`src/rtl/snn_pkg.sv`:
```
// Shared SNN constants, receive-FSM encoding and row helpers used by the
// presynaptic buffer and its row reduction stage.
package snn_pkg;

  localparam int SNN_ROWS  = 24;
  localparam int SNN_NRNS  = 18;
  localparam int TRACE_W   = 16;
  localparam int GRP_LANES = 6;
  localparam int N_GRP     = 4;
  localparam int POP_W     = 5;
  localparam int PSUM_W    = 19;
  localparam int ROWSUM_W  = 21;
  localparam int SPK_ACC_W = 10;
  localparam int LTP_ACC_W = 26;
  localparam int IDX_W     = 5;

  typedef enum logic [1:0] {
    ST_IDLE  = 2'd0,
    ST_RECV  = 2'd1,
    ST_FLUSH = 2'd2,
    ST_DONE  = 2'd3
  } rx_state_e;

  function automatic logic [POP_W-1:0] popcount_row(input logic [SNN_ROWS-1:0] v);
    logic [POP_W-1:0] cnt;
    cnt = {POP_W{1'b0}};
    for (int i = 0; i < SNN_ROWS; i++) begin
      cnt = cnt + {{(POP_W-1){1'b0}}, v[i]};
    end
    return cnt;
  endfunction

endpackage

```
`src/rtl/row_reduce.sv`:
```
// Stage 1 of the row pipeline: spike popcount and four 6-lane partial trace
// sums, captured only on accepted beats.
module row_reduce
  import snn_pkg::*;
(
  input  logic                              clk,
  input  logic                              reset_n,
  input  logic                              i_en,
  input  logic [SNN_ROWS-1:0]               i_spike_bundle,
  input  logic [SNN_ROWS*TRACE_W-1:0]       i_trace,
  output logic [POP_W-1:0]                  o_pop,
  output logic [N_GRP-1:0][PSUM_W-1:0]      o_psum
);

  logic [POP_W-1:0]             pop_d, pop_q;
  logic [N_GRP-1:0][PSUM_W-1:0] psum_d, psum_q;

  // Popcount and per-group lane adders
  always_comb begin
    pop_d = popcount_row(i_spike_bundle);
    for (int g = 0; g < N_GRP; g++) begin
      psum_d[g] = {PSUM_W{1'b0}};
      for (int j = 0; j < GRP_LANES; j++) begin
        psum_d[g] = psum_d[g]
                  + {{(PSUM_W-TRACE_W){1'b0}}, i_trace[(g*GRP_LANES+j)*TRACE_W +: TRACE_W]};
      end
    end
  end

  // Stage-1 registers
  always_ff @(posedge clk or negedge reset_n) begin
    if (!reset_n) begin
      pop_q  <= {POP_W{1'b0}};
      psum_q <= {(N_GRP*PSUM_W){1'b0}};
    end else if (i_en) begin
      pop_q  <= pop_d;
      psum_q <= psum_d;
    end
  end

  assign o_pop  = pop_q;
  assign o_psum = psum_q;

endmodule

```
`src/rtl/pre_bundle_rx.sv`:
```
// Presynaptic bundle receiver: accumulates 24-row passes into per-neuron spike
// counts and LTP trace sums, gated by the postsynaptic fire flag of each pass.
module pre_bundle_rx
  import snn_pkg::*;
#(
  parameter int ROWS = SNN_ROWS,
  parameter int NRNS = SNN_NRNS
) (
  input  logic                        clk,
  input  logic                        reset_n,
  input  logic [SNN_ROWS-1:0]         i_spike_bundle,
  input  logic [SNN_ROWS*TRACE_W-1:0] i_trace,
  input  logic                        i_valid,
  input  logic                        i_done,
  input  logic [SNN_NRNS-1:0]         i_post_spike,
  output logic                        o_nrn_valid,
  output logic [IDX_W-1:0]            o_nrn_idx,
  output logic [SPK_ACC_W-1:0]        o_nrn_spike_cnt,
  output logic [LTP_ACC_W-1:0]        o_ltp_sum,
  output logic                        o_frame_done,
  output logic                        o_err,
  output logic                        o_busy
);

  localparam int                FRAME_BEATS = ROWS * NRNS;
  localparam int                BEAT_W      = $clog2(FRAME_BEATS + 1);
  localparam logic [BEAT_W-1:0] LAST_BEAT   = BEAT_W'(FRAME_BEATS - 1);
  localparam logic [IDX_W-1:0]  LAST_ROW    = IDX_W'(ROWS - 1);
  localparam logic [IDX_W-1:0]  LAST_NRN    = IDX_W'(NRNS - 1);

  rx_state_e             state_q, state_d;
  logic [IDX_W-1:0]      row_q, row_d, pass_q, pass_d;
  logic [BEAT_W-1:0]     beat_q, beat_d;
  logic                  err_q, err_d;
  logic                  busy_q;
  logic                  accept, abort, last_row;

  logic                  p1_vld_q, p1_last_q, p1_post_q;
  logic [IDX_W-1:0]      p1_idx_q, p2_idx_q;
  logic                  p2_last_q, p2_post_q;

  logic [POP_W-1:0]             pop;
  logic [N_GRP-1:0][PSUM_W-1:0] psum;
  logic [ROWSUM_W-1:0]          row_sum;
  logic                         contrib_en, clear_acc;
  logic [SPK_ACC_W-1:0]         spk_add, spk_acc_q, spk_acc_d;
  logic [LTP_ACC_W-1:0]         ltp_add, ltp_acc_q, ltp_acc_d;

  logic                  nrn_valid_q, frame_done_q;
  logic [IDX_W-1:0]      nrn_idx_q;
  logic [SPK_ACC_W-1:0]  nrn_cnt_q;
  logic [LTP_ACC_W-1:0]  ltp_sum_q;

  row_reduce u_row_reduce (
    .clk            (clk),
    .reset_n        (reset_n),
    .i_en           (accept),
    .i_spike_bundle (i_spike_bundle),
    .i_trace        (i_trace),
    .o_pop          (pop),
    .o_psum         (psum)
  );

  // Frame FSM and row/pass/beat counters; an early i_done drops the partial pass
  always_comb begin
    state_d = state_q;
    row_d   = row_q;
    pass_d  = pass_q;
    beat_d  = beat_q;
    err_d   = err_q;
    accept  = 1'b0;
    abort   = 1'b0;
    case (state_q)
      ST_IDLE: begin
        if (i_valid) begin
          accept  = 1'b1;
          state_d = ST_RECV;
        end else begin
          state_d = ST_IDLE;
        end
      end
      ST_RECV: begin
        if (i_done && (beat_q < LAST_BEAT)) begin
          abort   = 1'b1;
          err_d   = 1'b1;
          state_d = ST_IDLE;
        end else if (i_valid) begin
          accept  = 1'b1;
          state_d = (beat_q == LAST_BEAT) ? ST_FLUSH : ST_RECV;
        end else begin
          state_d = ST_RECV;
        end
      end
      ST_FLUSH: begin
        err_d   = err_q | i_valid;
        state_d = frame_done_q ? ST_DONE : ST_FLUSH;
      end
      ST_DONE: begin
        err_d   = err_q | i_valid;
        state_d = ST_IDLE;
      end
      default: begin
        state_d = ST_IDLE;
      end
    endcase

    if (abort) begin
      row_d  = {IDX_W{1'b0}};
      pass_d = {IDX_W{1'b0}};
      beat_d = {BEAT_W{1'b0}};
    end else if (accept) begin
      if (beat_q == LAST_BEAT) begin
        row_d  = {IDX_W{1'b0}};
        pass_d = {IDX_W{1'b0}};
        beat_d = {BEAT_W{1'b0}};
      end else if (row_q == LAST_ROW) begin
        row_d  = {IDX_W{1'b0}};
        pass_d = pass_q + IDX_W'(1);
        beat_d = beat_q + BEAT_W'(1);
      end else begin
        row_d  = row_q + IDX_W'(1);
        beat_d = beat_q + BEAT_W'(1);
      end
    end else begin
      row_d  = row_q;
    end
  end

  assign last_row = accept && (row_q == LAST_ROW);

  // A completed row 23 already in stage 1 survives an abort; anything else is partial
  always_comb begin
    row_sum = {ROWSUM_W{1'b0}};
    for (int g = 0; g < N_GRP; g++) begin
      row_sum = row_sum + {{(ROWSUM_W-PSUM_W){1'b0}}, psum[g]};
    end
    contrib_en = p1_vld_q && (!abort || p1_last_q);
    clear_acc  = p2_last_q || (abort && !p1_last_q);
    if (contrib_en) begin
      spk_add = {{(SPK_ACC_W-POP_W){1'b0}}, pop};
      ltp_add = {{(LTP_ACC_W-ROWSUM_W){1'b0}}, row_sum};
    end else begin
      spk_add = {SPK_ACC_W{1'b0}};
      ltp_add = {LTP_ACC_W{1'b0}};
    end
    if (clear_acc) begin
      spk_acc_d = spk_add;
      ltp_acc_d = ltp_add;
    end else begin
      spk_acc_d = spk_acc_q + spk_add;
      ltp_acc_d = ltp_acc_q + ltp_add;
    end
  end

  // Control state, counters and sticky error
  always_ff @(posedge clk or negedge reset_n) begin
    if (!reset_n) begin
      state_q <= ST_IDLE;
      row_q   <= {IDX_W{1'b0}};
      pass_q  <= {IDX_W{1'b0}};
      beat_q  <= {BEAT_W{1'b0}};
      err_q   <= 1'b0;
      busy_q  <= 1'b0;
    end else begin
      state_q <= state_d;
      row_q   <= row_d;
      pass_q  <= pass_d;
      beat_q  <= beat_d;
      err_q   <= err_d;
      busy_q  <= (state_d != ST_IDLE);
    end
  end

  // Pass-end side pipeline and accumulators
  always_ff @(posedge clk or negedge reset_n) begin
    if (!reset_n) begin
      p1_vld_q  <= 1'b0;
      p1_last_q <= 1'b0;
      p1_post_q <= 1'b0;
      p1_idx_q  <= {IDX_W{1'b0}};
      p2_last_q <= 1'b0;
      p2_post_q <= 1'b0;
      p2_idx_q  <= {IDX_W{1'b0}};
      spk_acc_q <= {SPK_ACC_W{1'b0}};
      ltp_acc_q <= {LTP_ACC_W{1'b0}};
    end else begin
      p1_vld_q  <= accept;
      p1_last_q <= last_row;
      p1_post_q <= last_row && i_post_spike[pass_q];
      p1_idx_q  <= pass_q;
      p2_last_q <= p1_vld_q && p1_last_q;
      p2_post_q <= p1_post_q;
      p2_idx_q  <= p1_idx_q;
      spk_acc_q <= spk_acc_d;
      ltp_acc_q <= ltp_acc_d;
    end
  end

  // Result registers, zero whenever no result is being presented
  always_ff @(posedge clk or negedge reset_n) begin
    if (!reset_n) begin
      nrn_valid_q  <= 1'b0;
      nrn_idx_q    <= {IDX_W{1'b0}};
      nrn_cnt_q    <= {SPK_ACC_W{1'b0}};
      ltp_sum_q    <= {LTP_ACC_W{1'b0}};
      frame_done_q <= 1'b0;
    end else if (p2_last_q) begin
      nrn_valid_q  <= 1'b1;
      nrn_idx_q    <= p2_idx_q;
      nrn_cnt_q    <= spk_acc_q;
      ltp_sum_q    <= p2_post_q ? ltp_acc_q : {LTP_ACC_W{1'b0}};
      frame_done_q <= (p2_idx_q == LAST_NRN);
    end else begin
      nrn_valid_q  <= 1'b0;
      nrn_idx_q    <= {IDX_W{1'b0}};
      nrn_cnt_q    <= {SPK_ACC_W{1'b0}};
      ltp_sum_q    <= {LTP_ACC_W{1'b0}};
      frame_done_q <= 1'b0;
    end
  end

  assign o_nrn_valid     = nrn_valid_q;
  assign o_nrn_idx       = nrn_idx_q;
  assign o_nrn_spike_cnt = nrn_cnt_q;
  assign o_ltp_sum       = ltp_sum_q;
  assign o_frame_done    = frame_done_q;
  assign o_err           = err_q;
  assign o_busy          = busy_q;

endmodule

```
`config.mk`:
```
export PLATFORM = sky130hd
export DESIGN_NAME = pre_bundle_rx
export DESIGN_NICKNAME = d
export VERILOG_FILES = /design/src/rtl/snn_pkg.sv /design/src/rtl/row_reduce.sv /design/src/rtl/pre_bundle_rx.sv
export SDC_FILE = /design/constraint.sdc
export NUM_CORES = 1
export LEC_CHECK = 0
export ABC_AREA = 0
export CAP_MARGIN = 20
export CORE_ASPECT_RATIO = 0.8
export CORE_MARGIN = 2
export CORE_UTILIZATION = 30
export DETAILED_ROUTE_END_ITERATION = 6
export GPL_TIMING_DRIVEN = 0
export PLACE_DENSITY = 0.5
export SYNTH_ARGS = -nofsm -noshare
export SYNTH_HDL_FRONTEND = slang
export SYNTH_SLANG_ARGS = --single-unit
```
`constraint.sdc`:
```
create_clock -name clk -period 9.7 [get_ports clk]
set_input_delay 2.91 -clock clk [delete_from_list [all_inputs] [get_ports clk]]
set_output_delay 2.91 -clock clk [all_outputs]
set_load 0.01 [all_outputs]
```
Word level (Yosys, flattened, before mapping)
Cells that the tools add are included.
{"block": "totals", "wordCells": 140, "reg_bits": 198, "output_inout_bits": 45}
{"block": "classes", "n_addsub": 51, "magnitude_cmp": 2, "n_mux": 36, "reduce_logical": 18, "n_eq_ne": 7, "bitwise": 1}
{"cell": "19-bit by 16-bit adder with 19-bit output", "n": 16}
{"cell": "5-bit by 1-bit adder with 5-bit output", "n": 22}
{"cell": "26-bit 2-to-1 mux", "n": 3}
{"cell": "16-bit by 16-bit adder with 17-bit output", "n": 4}
{"cell": "5-bit 2-to-1 mux", "n": 10}
{"cell": "9-bit 2-to-1 mux", "n": 3}
{"cell": "26-bit adder", "n": 1}
{"cell": "20-bit by 19-bit adder with 21-bit output", "n": 1}
{"cell": "21-bit by 19-bit adder with 21-bit output", "n": 1}
{"cell": "21-bit 2-to-1 mux", "n": 1}
{"cell": "19-bit by 19-bit adder with 20-bit output", "n": 1}
{"cell": "10-bit 2-to-1 mux", "n": 2}
{"cell": "10-bit adder", "n": 1}
{"cell": "5-bit by 1-bit adder with 5-bit output (second input constant)", "n": 2}
{"cell": "5-bit equality test (second input constant)", "n": 2}
{"cell": "1-bit 2-to-1 mux", "n": 10}
{"cell": "9-bit by 1-bit adder with 9-bit output (second input constant)", "n": 1}
{"cell": "9-bit equality test (second input constant)", "n": 1}
{"cell": "9-bit < comparator (second input constant)", "n": 1}
{"cell": "2-bit one-hot mux with 4 select lines", "n": 1}
{"cell": "1-bit logical AND", "n": 6}
{"cell": "5-bit by 6-bit < comparator with 1-bit output (second input constant)", "n": 1}
{"cell": "2-bit 2-to-1 mux", "n": 3}
{"cell": "2-bit nonzero test", "n": 3}
{"cell": "13 further kinds", "n": 18}

Logic depth before layout (Yosys ltp)
{"block": "depth", "word_depth": 23, "ltp_mapped": 24, "depth_no_buf": 24}

Modules after synthesis
A second synthesis with hierarchy kept.
{"block": "hier_totals", "hier_cells": 2304, "area_unflattened_um2": 21597.0}
{"module": "row_reduce", "n_inst": 1, "area_per_inst_um2": 13720.7, "cells_each": 1492}
{"module": "pre_bundle_rx", "n_inst": 1, "area_per_inst_um2": 7876.3, "cells_each": 812}

Worst setup path before layout
OpenSTA, ideal clock, no wires.
{"block": "synth_timing", "kind": "input-to-reg", "start": "input i_trace[97]", "end": "register u_row_reduce.psum_q (netlist bit u_row_reduce.o_psum[35])", "path_slack_ns": 1.981, "path_stages": 21, "n_path_buf": 0, "required_time_ns": 9.580, "t_arrival_ns": 7.600, "cell_sequence": "ha_1 a21o_1 a211oi_1 nor2_1 o41ai_2 o21bai_1 a21oi_1 xnor2_1 fa_1 fa_1 inv_1 fa_1 inv_1 ha_1 a21o_1 a211oi_1 o21ai_1 a311oi_1 o21bai_1 a211o_1 a31o_1"}
{"block": "synth_via", "elab_chain_cells": 5}
{"element": "start: declaration", "line_no": "pre_bundle_rx.sv:12", "source": "input logic [SNN_ROWS*TRACE_W-1:0] i_trace,"}
{"element": "16-bit by 16-bit adder with 17-bit output", "line_no": "row_reduce.sv:25", "source": "+ {{(PSUM_W-TRACE_W){1'b0}}, i_trace[(g*GRP_LANES+j)*TRACE_W +: TRACE_W]};"}
{"element": "19-bit by 16-bit adder with 19-bit output (4 in series)", "line_no": "row_reduce.sv:25"}
{"element": "end signal: assignment", "line_no": "row_reduce.sv:34", "source": "psum_q <= {(N_GRP*PSUM_W){1'b0}};"}
{"element": "end signal: assignment", "line_no": "row_reduce.sv:37", "source": "psum_q <= psum_d;"}
{"element": "end: declaration", "line_no": "row_reduce.sv:16", "source": "logic [N_GRP-1:0][PSUM_W-1:0] psum_d, psum_q;"}
No other way between the ends.
A chain may end at the register's enable or synchronous reset.

Final worst setup path
{"block": "layout_timing", "start": "input i_trace[112]", "end": "register u_row_reduce.psum_q (netlist bit u_row_reduce.o_psum[35])"}
The elaborated chain is that of the path after synthesis.

==> metrics list <==
* Source-to-sink clock delay at the later pin of the worst-skew pair: approximately 0.47 ns
* Post-Syn Area per Cell: 9.07 um^2
* Nets in the synthesized netlist: 3321
- Buffers inserted to repair hold after CTS numbered 0.
* Distinct cell type count of the synthesized netlist: 85
- The number of setup buffers added after CTS is 0.
- Routability-driven placement finished with a final weighted congestion of 0.891.
* Number of buffers inserted by port buffering: 474
- Number of global-route vias before repair: ~19k
- In the final layout, the multi-input gates occupy between 10000 and 15000 um^2.
- In this run the vertical extent of the chip is 247 um.
- By area, the combinational part of the netlist is dominated by adder cells.
- Wire length of the first global-routing pass: 99500 um
* Basic-gate share of the synthesized area counting and, or, nand and nor cells: 12.2%
- Summed over all layers, the global routing overflow is 0.
* RSZ-0062 raised after global routing: no
- Width of the chip: 307 um
- The final count of hold timing violations was 0.
* Seq cells post-synth: 198
- The synthesized netlist devotes 34.5% of its cell area to adder and majority cells.
- Transition time at the pin with the least slew margin: roughly 0.92 ns
* Depth of the worst hold-timing path: 0
- Using the TritonRoute via totals, the vias-per-cell ratio works out to 4.70.
- Depth of the worst register-to-register path: 21
- The clock passes through at most 2 buffers.
* Area leader, netlist: fa_1
- STA classifies the critical path startpoint as an input port.
- Setup Skew: between 0.015 and 0.02 ns
- Number of gates resized after CTS: 0
- Final max-slew violation count: 0
- Summing the areas of all compound-gate instances in the mapped netlist gives 14.9% of the synthesized area.
* Detail-routed net length per standard cell: ~16 um
- Most used standard cells in the synthesized netlist: 517 x inv_1, 253 x fa_1, 204 x ha_1, 198 x dfrtp_1, 170 x nand2_1
* Required time of the critical path: 10.06 ns
- Global routing consumed, over all layers together, 16.7% of the routing resources.
* Residual DRC count: 0
* Share of synthesized registers carrying an async set or reset: 100%
- The critical path crosses 24 cells after its start point.
* Outcome: finished, final reports clean
- The floorplan step defined a die boundary enclosing 75800 um^2.
- Max-cap violations in this run came to 0.
- The tightest min-delay check is of the reg -> reg type.
- For this design the top-level I/O count stands at 475.
- Critical path peak fanout: 5
- Summing the areas of all xor and xnor instances in the mapped netlist gives under 10% of the synthesized area.
- In this run the power density over the cells is 355 nW/um^2.
* Endpoint type of the worst setup path: flip-flop
- Dpl cell area: between 20000 and 30000 um^2
- After technology mapping, the gate count stands at 2434.
- Primary FF master, synth: dfrtp_1
* H-tree Lvls: 4
- Pin count of the biggest net entering global routing: about 110
- Setup violations remaining at the end of the flow were counted as 0.
- Std-Cell Rows: 88
- The most common cell in the synthesized netlist is inv_1.
- After layout, the design draws a total of just over 10 mW.
* Minimum clock period after layout: 8.39 ns
- Number of optimization iterations in the first detailed-route pass: 5
- CTS saw around 200 sinks.
- The critical path contains buffers and inverters numbering 4 combined.
* Critical Path Most Common Cell: fa_1
- Multiplexer area fraction after synthesis: 0.867%
- The total area inside the core boundary comes to 72400 um^2.
* Util after Layout: between 30 and 40%
- On the worst path, the slowest cell contributes a delay of slightly above 0.5 ns.
* WL final: 62900 um
- For the worst setup path, the data arrival time is 8.75 ns.
- Clock transition at the registers of the reported paths: 0.08 ns
- The worst-case IR drop observed on VDD is 0.355 mV.
- The kind of cell with the highest combined delay along the critical path is compound AO/OA/AOI/OAI gates.
- After the first detailed-routing iteration, the DRC count stood at 874.
- Vias: 18.3k
- The initial utilization of the core area, before any placement, comes to 30.5%.
- The signal on the critical path passes through clkdlybuf4s50_1 > ha_1 > inv_1 > fa_1 > nor2b_1 > o21ai_1 > a21boi_0 > o211ai_1 > a21oi_1 > nor2_1 > xnor2_1 > fa_1 > fa_1 > inv_1 > fa_1 > inv_1 > ha_1 > a21o_1 > a211oi_1 > o21ai_1 > a311oi_1 > o21bai_1 > a211o_1 > a31o_1.
- Ranked by total cell area, the synthesized netlist is headed by fa_1 23%, dfrtp_1 22%, ha_1 12%.
- Number of nets with antenna violations after detailed routing: 0
* Peak clock frequency supported by timing: 119 MHz
- TritonCTS clock tree: yes
- Crit-path slowest cell: fa_1
- Summed over its instances, the top area cell type makes up about 23% of the synthesized netlist area.
- Counting the fill cells in the layout gives 7319.
- Yosys warning count: 0
- Final worst path period share: 86.5%
* Area Overhead vs Synth: 29.9%
- EDFF count, synth: 0
- Antenna violations before repair: 3
* Num CTS Buffers: 17
* DP Wirelength: 54800 um
* Ratio of cells with drive above 1 in the final layout: 2.79%
- Summing every instance area after synthesis gives between 20000 and 25000 um^2.
* Lkg Pwr: around 14 nW
* Part of the Yosys area used for sequential elements: 22.4%
- The tree is rooted in a clkbuf_16.
* Cell area after layout: 28700 um^2
* Combined flip-flop and latch cell area: ~5000 um^2
- In the final design database the tool counted 3816 nets.
* CP Class: in -> reg
- Measured against its own limit, the worst slew margin works out to 38.3%.
- Hold is met by 0.354 ns.
==> flip-flops by register name, indices dropped and copies added, names as in the netlist <==
register	flops
u_row_reduce.o_psum	76
ltp_acc_q	26
o_ltp_sum	26
o_nrn_spike_cnt	10
spk_acc_q	10
beat_q	9
o_nrn_idx	5
p1_idx_q	5
p2_idx_q	5
pass_q	5
row_q	5
u_row_reduce.o_pop	5
state_q	2
o_busy	1
o_err	1
o_frame_done	1
o_nrn_valid	1
p1_last_q	1
p1_post_q	1
p1_vld_q	1
p2_last_q	1
p2_post_q	1
==> per-stage QoR <==
| stage | cells | setup TNS [ns] | worst slack, ns |
|---|---|---|---|
| floorplan | 2434 | 0 | 1.98 |
| global placement | 3853 | -551.22 | -2.81 |
| detailed placement | 3855 | 0 | 0.811 |
| CTS | 3887 | 0 | 1.28 |
| global route | 3888 | 0 | 0.962 |
| finish | 3888 | 0 | 1.31 |
==> worst paths after layout <==
kind | start | endpoint | slack (ns)
setup / recovery | i_trace[112] | u_row_reduce.o_psum[35] | 1.31
max in group asynchronous | reset_n | u_row_reduce.o_psum[65] | 6.30
setup reg to reg | u_row_reduce.o_psum[21] | ltp_acc_q[25] | 3.99
hold reg to reg | p1_idx_q[0] | p2_idx_q[0] | 0.35
hold / removal | p1_idx_q[0] | p2_idx_q[0] | 0.35
min in group asynchronous | reset_n | o_nrn_idx[3] | 2.23
==> cell usage in the layout (no fill, tap or decap), types with 13 or more instances in the layout <==
| cell | synthesis | layout |
|---|---|---|
| inv_1 | 517 | 517 |
| clkdlybuf4s50_1 | 0 | 473 |
| fa_1 | 253 | 253 |
| ha_1 | 204 | 204 |
| dfrtp_1 | 198 | 198 |
| nand2_1 | 170 | 170 |
| o21ai_0 | 127 | 127 |
| a21oi_1 | 127 | 127 |
| nor2_1 | 123 | 123 |
| xnor2_1 | 78 | 78 |
| xor2_1 | 57 | 57 |
| a21o_1 | 48 | 48 |
| nor3_1 | 47 | 47 |
| nand3_1 | 37 | 37 |
| and3_1 | 35 | 35 |
| and2_1 | 32 | 32 |
| clkbuf_1 | 28 | 28 |
| a211oi_1 | 27 | 27 |
| o21ai_1 | 25 | 25 |
| nor2b_1 | 22 | 22 |
| o21a_1 | 21 | 21 |
| o21bai_1 | 20 | 20 |
| nand2b_1 | 19 | 19 |
| nand4_1 | 17 | 17 |
| clkbuf_16 | 0 | 17 |
| o31ai_1 | 13 | 13 |
==> metal layers <==
layer | vias to the layer above | routed length, um | GRT usage [%]
met5 | - | 34 | 0
met4 | 4 | 682 | 3.10
met3 | 40 | 2970 | 3.08
met2 | 355 | 30900 | 28.5
met1 | 8925 | 28300 | 22.2
li1 | 8933 | - | -
==> kinds of logic after synthesis <==
family	after synthesis
xor gates and xnor gates	135
DFF	198
and+or+nand+nor	554
adders and majority gates	457
AOI/OAI and AO/OA	511
muxes	14
buffers and inverters	565
==> worst register-to-register path, delay by kind of cell, from the launching register on <==
| family | cells | cell delay (ns) |
|---|---|---|
| XOR/XNOR | 1 | 0.32 |
| flip-flops | 1 | 0.39 |
| AND/OR/NAND/NOR | 2 | 0.37 |
| AO/OA/AOI/OAI | 12 | 2.71 |
| adder cells (fa/ha/maj) | 4 | 1.69 |
| buffers and inverters | 2 | 0.16 |
==> area by class of cell <==
class                   count  area share, %
clock buffers              17           1.48
repair buffers            476           16.8
diodes                      1        0.00873
plain buffers              45          0.690
flip-flops and latches    198           17.3
clock inverters            15          0.624
well taps                 945           4.12
inverters                 520           6.81
multi-input cells        1671           52.2
==> power breakdown <==
group          total (mW)  switching, mW  leakage, nW  internal (mW)
Combinational        8.17           4.84         10.9           3.32
Clock               0.736          0.387        0.291          0.349
Sequential           1.26          0.166         2.57           1.10
Power figures use the tool's default switching activity.
